[config.mk]
export PLATFORM = sky130hd
export DESIGN_NAME = note_player
export DESIGN_NICKNAME = d
export VERILOG_FILES = /design/src/rtl/note_player.sv
export SDC_FILE = /design/constraint.sdc
export NUM_CORES = 1
export LEC_CHECK = 0
export BUFFER_PORTS_ARGS = -buffer_cell sky130_fd_sc_hd__buf_4
export CORE_MARGIN = 2
export CORE_UTILIZATION = 46
export DETAILED_ROUTE_END_ITERATION = 10
export GPL_TIMING_DRIVEN = 0
export HOLD_SLACK_MARGIN = 0.12
export SETUP_SLACK_MARGIN = 0.1
export SYNTH_ARGS = -nofsm -noshare
export SYNTH_HDL_FRONTEND = slang
export SYNTH_SLANG_ARGS = --single-unit
export TNS_END_PERCENT = 50
[constraint.sdc]
create_clock -name clk -period 11.69 [get_ports clk]
set_clock_uncertainty 0.1 [all_clocks]
set_input_delay 3.507 -clock clk [delete_from_list [all_inputs] [get_ports clk]]
set_output_delay 3.507 -clock clk [all_outputs]
set_load 0.05 [all_outputs]
[src/rtl/note_player.sv]
// note_player
//   Queues up to eight note events and plays them in order as a square wave.
//   Each event holds {octave, note, length}. A note sounds for (L+1)
//   length units, followed by a fixed silent gap. Note code 7 is a rest.
//
// Ports
//   clk          system clock, rising edge
//   rst          synchronous active-high reset
//   stop         synchronous flush: empty queue, abort note, silence
//   in_valid     note event offered this cycle
//   in_octave    octave 0..7 (4 = middle octave)
//   in_note      0..6 = C..B, 7 = rest
//   in_length    length code L, duration (L+1) units
//   in_ready     queue can accept (count < 8 and no stop)
//   buzzer       square-wave speaker drive
//   busy         playing something or queue non-empty
//   cur_octave   octave of the event being played, 0 when idle
//   cur_note     note of the event being played, 0 when idle
//   fifo_count   queued entries, 0..8
//   overflow     one-cycle pulse after an offered event was dropped
module note_player #(
  parameter int unsigned UNIT_CYCLES = 32'd12_500_000,
  parameter int unsigned GAP_CYCLES  = 32'd1_000_000,
  parameter int unsigned DIV_SHIFT   = 32'd0
) (
  input  logic       clk,
  input  logic       rst,
  input  logic       stop,
  input  logic       in_valid,
  input  logic [2:0] in_octave,
  input  logic [2:0] in_note,
  input  logic [3:0] in_length,
  output logic       in_ready,
  output logic       buzzer,
  output logic       busy,
  output logic [2:0] cur_octave,
  output logic [2:0] cur_note,
  output logic [3:0] fifo_count,
  output logic       overflow
);

  typedef enum logic [1:0] {
    ST_IDLE = 2'd0,
    ST_LOAD = 2'd1,
    ST_PLAY = 2'd2,
    ST_GAP  = 2'd3
  } state_t;

  // Half-period in clock cycles for a note in a given octave. The table
  // holds octave-4 values at 100 MHz; other octaves halve or double per step.
  function automatic logic [23:0] half_period(input logic [2:0] octave,
                                              input logic [2:0] note);
    logic [23:0] base;
    logic [23:0] scaled;
    case (note)
      3'd0:    base = 24'd191113;
      3'd1:    base = 24'd170265;
      3'd2:    base = 24'd151686;
      3'd3:    base = 24'd143172;
      3'd4:    base = 24'd127551;
      3'd5:    base = 24'd113636;
      3'd6:    base = 24'd101239;
      default: base = 24'd1;  // rest: value unused, buzzer held low
    endcase
    base = base >> DIV_SHIFT;
    if (octave >= 3'd4) begin
      scaled = base >> (octave - 3'd4);
    end else begin
      scaled = base << (3'd4 - octave);
    end
    if (scaled == 24'd0) begin
      half_period = 24'd1;
    end else begin
      half_period = scaled;
    end
  endfunction

  state_t      state_q,    state_d;
  logic [2:0]  wr_ptr_q,   wr_ptr_d;
  logic [2:0]  rd_ptr_q,   rd_ptr_d;
  logic [3:0]  count_q,    count_d;
  logic [2:0]  cur_oct_q,  cur_oct_d;
  logic [2:0]  cur_note_q, cur_note_d;
  logic [23:0] hp_q,       hp_d;
  logic [23:0] hp_cnt_q,   hp_cnt_d;
  logic [31:0] dur_q,      dur_d;
  logic [31:0] gap_q,      gap_d;
  logic        buzzer_q,   buzzer_d;
  logic        busy_q,     busy_d;
  logic        overflow_q, overflow_d;

  logic [9:0]  fifo_mem_q [0:7];
  logic [9:0]  head;
  logic [31:0] len_units;
  logic        ready;
  logic        push;
  logic        pop;

  assign ready = (count_q < 4'd8) & ~stop;
  assign push  = in_valid & ready;
  assign head  = fifo_mem_q[rd_ptr_q];

  // Next-state logic for the playback FSM, queue pointers and tone counters.
  always_comb begin
    state_d    = state_q;
    wr_ptr_d   = wr_ptr_q;
    rd_ptr_d   = rd_ptr_q;
    count_d    = count_q;
    cur_oct_d  = cur_oct_q;
    cur_note_d = cur_note_q;
    hp_d       = hp_q;
    hp_cnt_d   = hp_cnt_q;
    dur_d      = dur_q;
    gap_d      = gap_q;
    buzzer_d   = buzzer_q;
    overflow_d = 1'b0;
    pop        = 1'b0;
    len_units  = {28'd0, head[3:0]} + 32'd1;

    if (stop) begin
      // Flush wins over any push offered in the same cycle.
      state_d    = ST_IDLE;
      wr_ptr_d   = 3'd0;
      rd_ptr_d   = 3'd0;
      count_d    = 4'd0;
      cur_oct_d  = 3'd0;
      cur_note_d = 3'd0;
      hp_cnt_d   = 24'd0;
      dur_d      = 32'd0;
      gap_d      = 32'd0;
      buzzer_d   = 1'b0;
    end else begin
      overflow_d = in_valid & ~ready;
      case (state_q)
        ST_IDLE: begin
          if (count_q != 4'd0) begin
            state_d = ST_LOAD;
          end else begin
            state_d = ST_IDLE;
          end
        end
        ST_LOAD: begin
          pop        = 1'b1;
          cur_oct_d  = head[9:7];
          cur_note_d = head[6:4];
          hp_d       = half_period(head[9:7], head[6:4]);
          hp_cnt_d   = 24'd0;
          dur_d      = len_units * UNIT_CYCLES;
          buzzer_d   = 1'b0;
          state_d    = ST_PLAY;
        end
        ST_PLAY: begin
          if (dur_q <= 32'd1) begin
            // Last play cycle: silence and move on to the gap.
            buzzer_d = 1'b0;
            hp_cnt_d = 24'd0;
            dur_d    = 32'd0;
            if (GAP_CYCLES == 32'd0) begin
              state_d    = ST_IDLE;
              cur_oct_d  = 3'd0;
              cur_note_d = 3'd0;
            end else begin
              state_d = ST_GAP;
              gap_d   = GAP_CYCLES;
            end
          end else begin
            dur_d = dur_q - 32'd1;
            if (hp_cnt_q + 24'd1 >= hp_q) begin
              hp_cnt_d = 24'd0;
              if (cur_note_q != 3'd7) begin
                buzzer_d = ~buzzer_q;
              end else begin
                buzzer_d = 1'b0;
              end
            end else begin
              hp_cnt_d = hp_cnt_q + 24'd1;
            end
          end
        end
        ST_GAP: begin
          if (gap_q <= 32'd1) begin
            state_d    = ST_IDLE;
            gap_d      = 32'd0;
            cur_oct_d  = 3'd0;
            cur_note_d = 3'd0;
          end else begin
            gap_d = gap_q - 32'd1;
          end
        end
        default: begin
          state_d = ST_IDLE;
        end
      endcase

      if (push) begin
        wr_ptr_d = wr_ptr_q + 3'd1;
      end else begin
        wr_ptr_d = wr_ptr_q;
      end
      if (pop) begin
        rd_ptr_d = rd_ptr_q + 3'd1;
      end else begin
        rd_ptr_d = rd_ptr_q;
      end
      case ({push, pop})
        2'b10:   count_d = count_q + 4'd1;
        2'b01:   count_d = count_q - 4'd1;
        default: count_d = count_q;
      endcase
    end

    busy_d = (state_d != ST_IDLE) || (count_d != 4'd0);
  end

  // State and output registers with synchronous reset.
  always_ff @(posedge clk) begin
    if (rst) begin
      state_q    <= ST_IDLE;
      wr_ptr_q   <= 3'd0;
      rd_ptr_q   <= 3'd0;
      count_q    <= 4'd0;
      cur_oct_q  <= 3'd0;
      cur_note_q <= 3'd0;
      hp_q       <= 24'd1;
      hp_cnt_q   <= 24'd0;
      dur_q      <= 32'd0;
      gap_q      <= 32'd0;
      buzzer_q   <= 1'b0;
      busy_q     <= 1'b0;
      overflow_q <= 1'b0;
    end else begin
      state_q    <= state_d;
      wr_ptr_q   <= wr_ptr_d;
      rd_ptr_q   <= rd_ptr_d;
      count_q    <= count_d;
      cur_oct_q  <= cur_oct_d;
      cur_note_q <= cur_note_d;
      hp_q       <= hp_d;
      hp_cnt_q   <= hp_cnt_d;
      dur_q      <= dur_d;
      gap_q      <= gap_d;
      buzzer_q   <= buzzer_d;
      busy_q     <= busy_d;
      overflow_q <= overflow_d;
    end
  end

  // Queue storage; contents are don't-care until written, so no reset.
  always_ff @(posedge clk) begin
    if (push && !rst) begin
      fifo_mem_q[wr_ptr_q] <= {in_octave, in_note, in_length};
    end
  end

  assign in_ready   = ready;
  assign buzzer     = buzzer_q;
  assign busy       = busy_q;
  assign cur_octave = cur_oct_q;
  assign cur_note   = cur_note_q;
  assign fifo_count = count_q;
  assign overflow   = overflow_q;

endmodule

==> impl_metrics.tcl, run 1 <==
set metrics [dict create \
    outcome "finished, final reports clean" \
    grt_usage_pct 28.7 \
    via_per_inst 6.20 \
    pin_count 28 \
    ys_seq_area_share_pct 36.7 \
    grt_max_degree 14 \
    place.gp.congestion 0.966 \
    cp_max_fo 5 \
    p_leak_nw 5.58 \
    drt-pass1-iter-count 8 \
    synth_top_family_by_area "compound AO/OA/AOI/OAI gates" \
    antenna_found_initial 0 \
    ys_warn_count 0 \
    clk_pin_slew_ps 50 \
    ys_types 83 \
    power_density_nw_per_um2 127 \
    core_um2 29700 \
    fin_ws_ps 3910 \
    crit_buf_inv 2 \
    async_flop_share_pct 0 \
    rsz0062_at_grt "false" \
    max_slew_margin_pct 16.8 \
    worst_pin_slew_ps 1240 \
    synth_xor_area_share_pct 4.52 \
    timing.critical_path.from "stop" \
    cts_root_buf "clkbuf_16" \
    min_period_ps 7780 \
    seq_area_um2 5120 \
    numPortBuffers 27 \
    post_cts_buffers 0 \
    crit_family "buffers and inverters" \
    synth_top_area_share_pct 19.5 \
    ir_worst_vdd_uv 147 \
    drc 0 \
    setup_tns_ps 0 \
    synthMuxAreaShare_pct 4.94 \
    hpwl_um 33000 \
    met1_usage_pct 39.7 \
    yosysTopAreaCell "dfxtp_1" \
    synth_nets 1728 \
    setup_viol 0 \
    pre_cts_ws_ps 3920 \
    slew_viol_final 0 \
    path_cells "buf_4 -> nor2_1 -> buf_4" \
    cts_buffer_depth 3 \
    fill_cells 2792 \
    syn_to_final_growth_pct 11.3 \
    finalCritPeriodShare_pct 66.6 \
    drtAntennaViolNets 0 \
    r2r-end "dur_q[24]" \
    crit_required_ps 8080 \
    rows 63 \
    max_freq_mhz 129 \
    synthSimpleGateAreaFrac_pct 19.6 \
    synthAdderAreaFrac_pct 8.90 \
    nNetsFinal 1784 \
    cts-buffers-inserted 25 \
    vias 12935 \
    cts_max_level 1 \
    synth-seq-cells 216 \
    reg2reg_depth 21 \
    fp.dieH_um 178 \
    use_met3_pct 4.43 \
    path_class "input port to output port" \
    die_x_um 178 \
    endpoint_kind "output port" \
    drt_iter0_markers 1490 \
    synth_edf_count 80 \
    grt_pass1_vias 12184 \
    hold_class "flip-flop to flip-flop" \
    r2r_slack_ps 5080 \
    grt-ovfl-total 0 \
    layout-drive-gt1-share_pct 7.43 \
    start_util_pct 46.9 \
    die_area_um2 31700 \
    drv_cap 0 \
    cp.arrival_ps 4170 \
    holdBufCountCts 0 \
    tritoncts "yes" \
    synth_area_leaders "dfxtp_1, edfxtp_1, ha_1" \
    finalHoldViolations 0 \
    synth_cells 1625 \
    postCtsResizedCells 0 \
    clock_sinks 216 \
    crit_end "in_ready" \
    grt_pass1_wl_um 70200 \
    syn_avg_cell_area_um2 8.59 \
    diodes 0 \
    multi_input_area_um2 8070 \
    routed_wl_um 45700 \
    synth_area_um2 14000 \
    cpPeakStageDelay_ps 280 \
    wl_per_cell_um 21.9 \
    synth-compound-area-share_pct 19.7 \
    clock_latency_ps 550 \
    cpMostUsedCell "buf_4" \
    start_kind "input port" \
    crit_cells 3 \
    synth_ff_type "dfxtp_1" \
    crit_slowest_cell "buf_4" \
    gr-usage-met2_pct 44.8 \
    busiest_layer "met2" \
]
[report_power, final]
part | switching (mW) | internal, mW | total (mW)
Clock | 0.316 | 0.504 | 0.820
Combinational | 0.237 | 0.129 | 0.367
Sequential | 0.00429 | 0.785 | 0.789
Total | 0.557 | 1.42 | 1.98
[placed cells by master (no fill, tap or decap), types with 12 or more instances in the layout]
cell type    n
inv_1       92
nand2_1    141
nor3_1      41
a22oi_1     17
buf_4       28
nand4_1     26
or3_1       20
o22ai_1     20
a21oi_1    134
o21ai_0    116
clkbuf_16   25
nor2_1     189
nor2b_1     12
nor4_1      20
xnor2_1     49
nand3_1     32
dfxtp_1    136
fa_1        17
a211oi_1    21
and3_1      16
edfxtp_1    80
clkbuf_1    77
ha_1        72
mux4_2      18
buf_1       13
o211ai_1    14
a31oi_1     17
xor2_1      23
nand2b_1    24
[synth_stat cells, drive strengths merged, types with 20 or more instances]
| cell type | number |
|---|---|
| mux4 | 20 |
| nand4 | 26 |
| nor2 | 193 |
| a211oi | 21 |
| inv | 93 |
| xor2 | 23 |
| buf | 27 |
| nand2 | 142 |
| a21oi | 134 |
| nand3 | 32 |
| o21ai | 118 |
| xnor2 | 49 |
| clkbuf | 75 |
| nor3 | 44 |
| ha | 72 |
| o22ai | 20 |
| nand2b | 24 |
| edfxtp | 80 |
| nor4 | 22 |
| dfxtp | 136 |
| or3 | 20 |
[per-stage QoR]
stage	instance area (µm²)	instances	total power, mW	util [%]	hold slack (ps)
finish	15500	2086	1.98	52.3	357
global route	15500	2086	2.05	52.3	381
CTS	15500	2086	1.98	52.3	352
detailed placement	14700	2044	1.16	49.4	344
global placement	14600	2042	1.16	49.3	341
floorplan	14000	1625	1.06	-	325
[tightest hold or removal path, stage by stage, from the launching register on]
cell and delay (ps):
dfxtp_1 330, nand2_1 50, o21ai_0 50
[kinds of logic (layout without fill, tap and decap cells)]
| family | Yosys count | after routing |
|---|---|---|
| AO/OA/AOI/OAI | 442 | 442 |
| XOR/XNOR | 72 | 72 |
| adder cells (fa/ha/maj) | 89 | 89 |
| buffers and inverters | 195 | 266 |
| flip-flops | 216 | 216 |
| multiplexers | 40 | 40 |
| AND/OR/NAND/NOR | 571 | 571 |
[metal layers]
metal	vias to the layer above	wire, µm
met2	594	20200
met1	6154	20200
li1	6041	-
met5	-	0
met4	0	1860
met3	146	3420
[cell type report]
cell class | count | share of cell area, %
inverters | 93 | 2.25
repair buffers | 29 | 1.45
multi-input cells | 1214 | 51.9
plain buffers | 102 | 2.71
clock inverters | 11 | 1.09
clock buffers | 31 | 4.43
well taps | 390 | 3.14
flip-flops and latches | 216 | 33.0
[worst min-delay path by stage]
stage	cells past startpoint	to	start
CTS	2	hp_q[7]	hp_q[7]
global route	2	hp_q[22]	hp_q[22]
detailed placement	2	hp_q[7]	hp_q[7]
floorplan	2	hp_q[10]	hp_q[10]
global placement	2	hp_q[15]	hp_q[15]
finish	2	hp_q[9]	hp_q[9]
[flip-flops by register name, summed over array words and instances, names as in the netlist, named ones only]
| signal | flops |
|---|---|
| fifo_count | 4 |
| hp_q | 24 |
| busy | 1 |
| rd_ptr_q | 3 |
| buzzer | 1 |
| state_q | 2 |
| fifo_mem_q | 80 |
| gap_q | 32 |
| overflow | 1 |
| hp_cnt_q | 24 |
| cur_octave | 3 |
| wr_ptr_q | 3 |
| cur_note | 3 |
| dur_q | 32 |
No activity file was read; power rests on OpenSTA's default activity.
==> inputs of run 2 (changes only) <==
==> constraint.sdc (replaced) <==
create_clock -name clk -period 6.9 [get_ports clk]
set_clock_uncertainty 0.1 [all_clocks]
set_input_delay 2.07 -clock clk [delete_from_list [all_inputs] [get_ports clk]]
set_output_delay 2.07 -clock clk [all_outputs]
set_load 0.05 [all_outputs]
==> impl_metrics.tcl, run 2 (synthesized netlist as in run 1, its figures left out) <==
set metrics [dict create \
    diodes 0 \
    setup_tns_ps 0 \
    clock_sinks 216 \
    drc 0 \
    die_x_um 178 \
    clock_latency_ps 550 \
    finalCritPeriodShare_pct 92.7 \
    drt_iter0_markers 1490 \
    cts-buffers-inserted 25 \
    grt_usage_pct 28.7 \
    routed_wl_um 45600 \
    finalHoldViolations 0 \
    hpwl_um 33000 \
    nNetsFinal 1784 \
    drt-pass1-iter-count 6 \
    ir_worst_vdd_uv 250 \
    largest_register_ffs 80 \
    rows 63 \
    max_freq_mhz 156 \
    maxUsedRoutingLayer "met4" \
    final_cell_mix "nor2_1, nand2_1, dfxtp_1, a21oi_1, o21ai_0" \
    met1_length_um 20200 \
    path_class "flip-flop to flip-flop" \
    slew_viol_final 0 \
    tritoncts "yes" \
    grt_pass1_wl_um 70200 \
    reg_top3 "fifo_mem_q: 80 flops, dur_q: 32 flops, gap_q: 32 flops" \
    start_util_pct 46.9 \
    drv_cap 0 \
    antenna_found_initial 0 \
    setup_viol 0 \
    max_slew_margin_pct 16.5 \
    grt-ovfl-total 0 \
    numPortBuffers 27 \
    dr_wl_met2_um 20200 \
    holdBufCountCts 0 \
    cts_buffer_depth 3 \
    layout-drive-gt1-share_pct 7.55 \
    fp.dieH_um 178 \
    cp_max_fo 11 \
    via_per_inst 6.20 \
    power_density_nw_per_um2 215 \
    crit_required_ps 7210 \
    wl_per_cell_um 21.9 \
    final_common_cell "nor2_1" \
    drtAntennaViolNets 0 \
    wl_met3_um 3440 \
    place.gp.congestion 0.966 \
    start_kind "flip-flop" \
    die_area_um2 31700 \
    min_period_ps 6390 \
    endpoint_kind "flip-flop" \
    min-delay-start "hp_q[9]" \
    cts_max_level 1 \
    grt_max_degree 14 \
    rsz0062_at_grt "false" \
    outcome "finished, final reports clean" \
    cts_root_buf "clkbuf_16" \
    p_leak_nw 5.58 \
    vias 12943 \
    cp.arrival_ps 6700 \
    regMostFlops "fifo_mem_q" \
    clk_pin_slew_ps 60 \
    worst_pin_slew_ps 1250 \
    total_power_mw 3.35 \
    syn_to_final_growth_pct 11.4 \
    pin_count 28 \
    hold_class "flip-flop to flip-flop" \
    grt_pass1_vias 12184 \
    core_um2 29700 \
]
[run 2: cell count changes in the layout (fill, tap and decap cells not counted)]
| cell | before | now |
|---|---|---|
| xor2_1 | 23 | 22 |
| clkbuf_2 | 0 | 1 |
| clkbuf_1 | 77 | 76 |
| xor2_2 | 0 | 1 |
[run 2: what timing repair did]
action                     4_1_cts  5_1_grt
setup buffers                    0        0
resized for setup                0        3
setup endpoints to repair        0        7
[run 2: power breakdown]
group	internal, mW	switching, mW	total, mW
logic	0.219	0.402	0.621
clock network	0.853	0.535	1.39
registers	1.33	0.00725	1.34
[run 2: area by class of cell]
cell class | instances | area [µm²]
Fill cell | 2792 | 14200
Multi-Input combinational cell | 1214 | 8070
Sequential cell | 216 | 5120
Clock buffer | 31 | 688
Tap cell | 390 | 488
Buffer | 102 | 423
Inverter | 93 | 349
Timing Repair Buffer | 29 | 225
Clock inverter | 11 | 169
[run 2: final timing paths]
path / to / slack [ps] / cells after the start
worst min register to register: hp_q[9] / 360 / 2
worst min-delay path: hp_q[9] / 360 / 2
worst max register to register: dur_q[24] / 510 / 20
worst max-delay path: dur_q[24] / 510 / 20
[run 2: per-stage QoR]
stage	std cells	hold WS (ps)	cell area, µm²	util, %	setup slack [ps]
2_1_floorplan	1625	325	14000	-	1230
6_report	2086	357	15500	52.3	507
5_1_grt	2086	381	15500	52.3	105
3_3_place_gp	2042	341	14600	49.3	237
3_5_place_dp	2044	344	14700	49.4	246
4_1_cts	2086	352	15500	52.3	238
[run 2: routing by layer]
layer,global-route usage [%],vias to the layer above
met2,44.8,583
met4,11.6,0
li1,-,6039
met3,4.43,134
met5,0,-
met1,39.7,6187
[run 2: worst max-delay path, cell delays in order, from the launching register on]
cell and delay (ps):
dfxtp_1 370, buf_6 200, buf_2 350, mux4_2 540, mux2_2 440, ha_1 280
xor2_1 340, fa_1 520, fa_1 520, inv_1 60, ha_1 290, ha_1 340
nor2b_1 140, o21ai_0 180, a21boi_0 120, o21ai_0 250, a21oi_1 160, o21a_1 220
o21a_1 160, o311ai_0 520, a21oi_1 120
==> inputs of run 3 (changes only) <==
--- a/config.mk
+++ b/config.mk
@@ -9,7 +9,6 @@
 export CORE_MARGIN = 2
 export CORE_UTILIZATION = 46
 export DETAILED_ROUTE_END_ITERATION = 10
-export GPL_TIMING_DRIVEN = 0
 export HOLD_SLACK_MARGIN = 0.12
 export SETUP_SLACK_MARGIN = 0.1
 export SYNTH_ARGS = -nofsm -noshare
==> impl_metrics.tcl, run 3 (synthesized netlist as in run 1, its figures left out) <==
set metrics [dict create \
    outcome "finished, final reports clean" \
    finish.utilization_pct 51.3 \
    largest_register_ffs 80 \
    p_int_mw 2.27 \
    cpPeakStageDelay_ps 660 \
    finalHoldViolations 0 \
    slew_viol_final 0 \
    endpoint_kind "flip-flop" \
    pwr-share-comb_pct 18.6 \
    drt-pass1-iter-count 6 \
    ir_worst_vdd_uv 159 \
    start_util_pct 46.9 \
    holdBufCountCts 0 \
    power_switching_share_pct 28.5 \
    grt_max_degree 56 \
    seq_area_um2 5120 \
    path_class "flip-flop to flip-flop" \
    crit_slowest_cell "dfxtp_1" \
    drv_cap 0 \
    fin_ws_ps 847 \
    hold_path_depth 2 \
    cp.arrival_ps 6390 \
    clk_pin_slew_ps 60 \
    core_um2 29700 \
    path_cells "mux4_2 -> mux2_2 -> nand2_1 -> nor2_1 -> xor2_1 -> fa_1 -> fa_1 -> inv_1 -> ha_1 -> ha_1 -> nor2b_1 -> o21ai_0 -> a21boi_0 -> o21ai_0 -> a21oi_1 -> o21a_1 -> o31a_1 -> o21a_1 -> o31ai_1" \
    min_period_ps 6050 \
    layout-drive-gt1-share_pct 8.92 \
    max_freq_mhz 165 \
    rows 63 \
    placed_cells 1972 \
    start_kind "flip-flop" \
    p_leak_nw 5.51 \
    regMostFlops "fifo_mem_q" \
    hold_class "flip-flop to flip-flop" \
    clock_latency_ps 530 \
    die_x_um 178 \
    crit_buf_inv 1 \
    cts_buffer_depth 3 \
    cts_max_level 1 \
    reg_top3 "fifo_mem_q: 80 flops, dur_q: 32 flops, gap_q: 32 flops" \
    final_common_cell "nor2_1" \
    die_area_um2 31700 \
    cts_root_buf "clkbuf_16" \
    hpwl_um 26000 \
    vias 12355 \
    syn_to_final_growth_pct 9.37 \
    setup_tns_ps 0 \
    r2r-end "dur_q[26]" \
    grt_pass1_vias 11813 \
    routed_wl_um 38100 \
    min-delay-start "hp_q[19]" \
    grt-ovfl-total 0 \
    multi_input_area_um2 8080 \
    drt_iter0_markers 1404 \
    tritoncts "yes" \
    setup_viol 0 \
    switchingPower_mw 0.904 \
    max_slew_margin_pct 19.1 \
    r2r_slack_ps 850 \
    postCtsResizedCells 0 \
    post_cts_buffers 0 \
    wl_per_cell_um 18.9 \
    drtAntennaViolNets 0 \
    reg2reg_depth 19 \
    fp.dieH_um 178 \
    final_cell_mix "nor2_1, nand2_1, dfxtp_1, a21oi_1, o21ai_0" \
    pin_count 28 \
    fill_cells 2798 \
    stdcell_count 2017 \
    grt_usage_pct 24.2 \
    clock_power_share_pct 39.3 \
    total_power_mw 3.18 \
    antenna_found_initial 1 \
    rsz0062_at_grt "false" \
    power_density_nw_per_um2 208 \
    cp_max_fo 11 \
    place.gp.congestion 0.938 \
    nNetsFinal 1712 \
    grt_pass1_wl_um 61900 \
    worst_pin_slew_ps 1210 \
    hold_path_end "hp_q[19]" \
    p_seq_share_pct 42.1 \
    pre_cts_ws_ps 879 \
    drc 0 \
    clock_sinks 216 \
    finalCritPeriodShare_pct 87.7 \
    via_per_inst 6.13 \
    numPortBuffers 27 \
    crit_family "adder cells" \
    cts-buffers-inserted 25 \
    crit_required_ps 7240 \
]
run 3: cell types whose count changed in the layout (fill, tap and decap cells not counted), sizes merged, moves of 3 or more:
cell | previous run | this run
clkbuf | 106 | 31
bufinv | 4 | 1
buf | 56 | 59
clkinv | 5 | 8
run 3: power groups by stage:
stage | combinational (mW) | sequential [mW] | clock (mW)
2_1_floorplan | 0.429 | 1.37 | 0
3_3_place_gp | 0.578 | 1.36 | 0
3_5_place_dp | 0.580 | 1.36 | 0
4_1_cts | 0.584 | 1.34 | 1.28
5_1_grt | 0.658 | 1.34 | 1.33
6_report | 0.591 | 1.34 | 1.25
run 3: worst register-to-register path: stages, from the launching register on:
cell and delay (ps):
dfxtp_1 660, mux4_2 560, mux2_2 430, nand2_1 110, nor2_1 50, xor2_1 460
fa_1 560, fa_1 530, inv_1 80, ha_1 300, ha_1 330, nor2b_1 140
o21ai_0 200, a21boi_0 120, o21ai_0 240, a21oi_1 160, o21a_1 240, o31a_1 310
o21a_1 170, o31ai_1 200
run 3: stage by stage:
step | area, µm² | hold slack, ps
floorplan | 14000 | 325
global placement | 14500 | 342
detailed placement | 14500 | 348
CTS | 15300 | 357
global route | 15300 | 377
finish | 15300 | 354
run 3: area by class of cell:
type / count / share of cell area [%]
Sequential cell: 216 / 33.6
Multi-Input combinational cell: 1214 / 53.0
Inverter: 93 / 2.29
Timing Repair Buffer: 59 / 2.90
Antenna cell: 1 / 0.0164
Clock buffer: 31 / 4.38
Tap cell: 390 / 3.20
Clock inverter: 13 / 0.648
run 3: layer usage:
layer	global-route usage [%]	part of all wire [%]
met1	33.3	44
met2	38.6	46
met3	3.56	6.7
met4	9.19	3.4
met5	0	0
run 3: how the worst max path moves through the flow:
stage | start | to | slack [ps] | cells past startpoint
final | flip-flop | dur_q[26] | 850 | 19
after global routing | flip-flop | dur_q[26] | 420 | 19
after CTS | flip-flop | dur_q[26] | 810 | 19
after detailed placement | flip-flop | dur_q[26] | 880 | 19
after global placement | flip-flop | dur_q[26] | 890 | 19
after floorplan | flip-flop | dur_q[26] | 1230 | 21
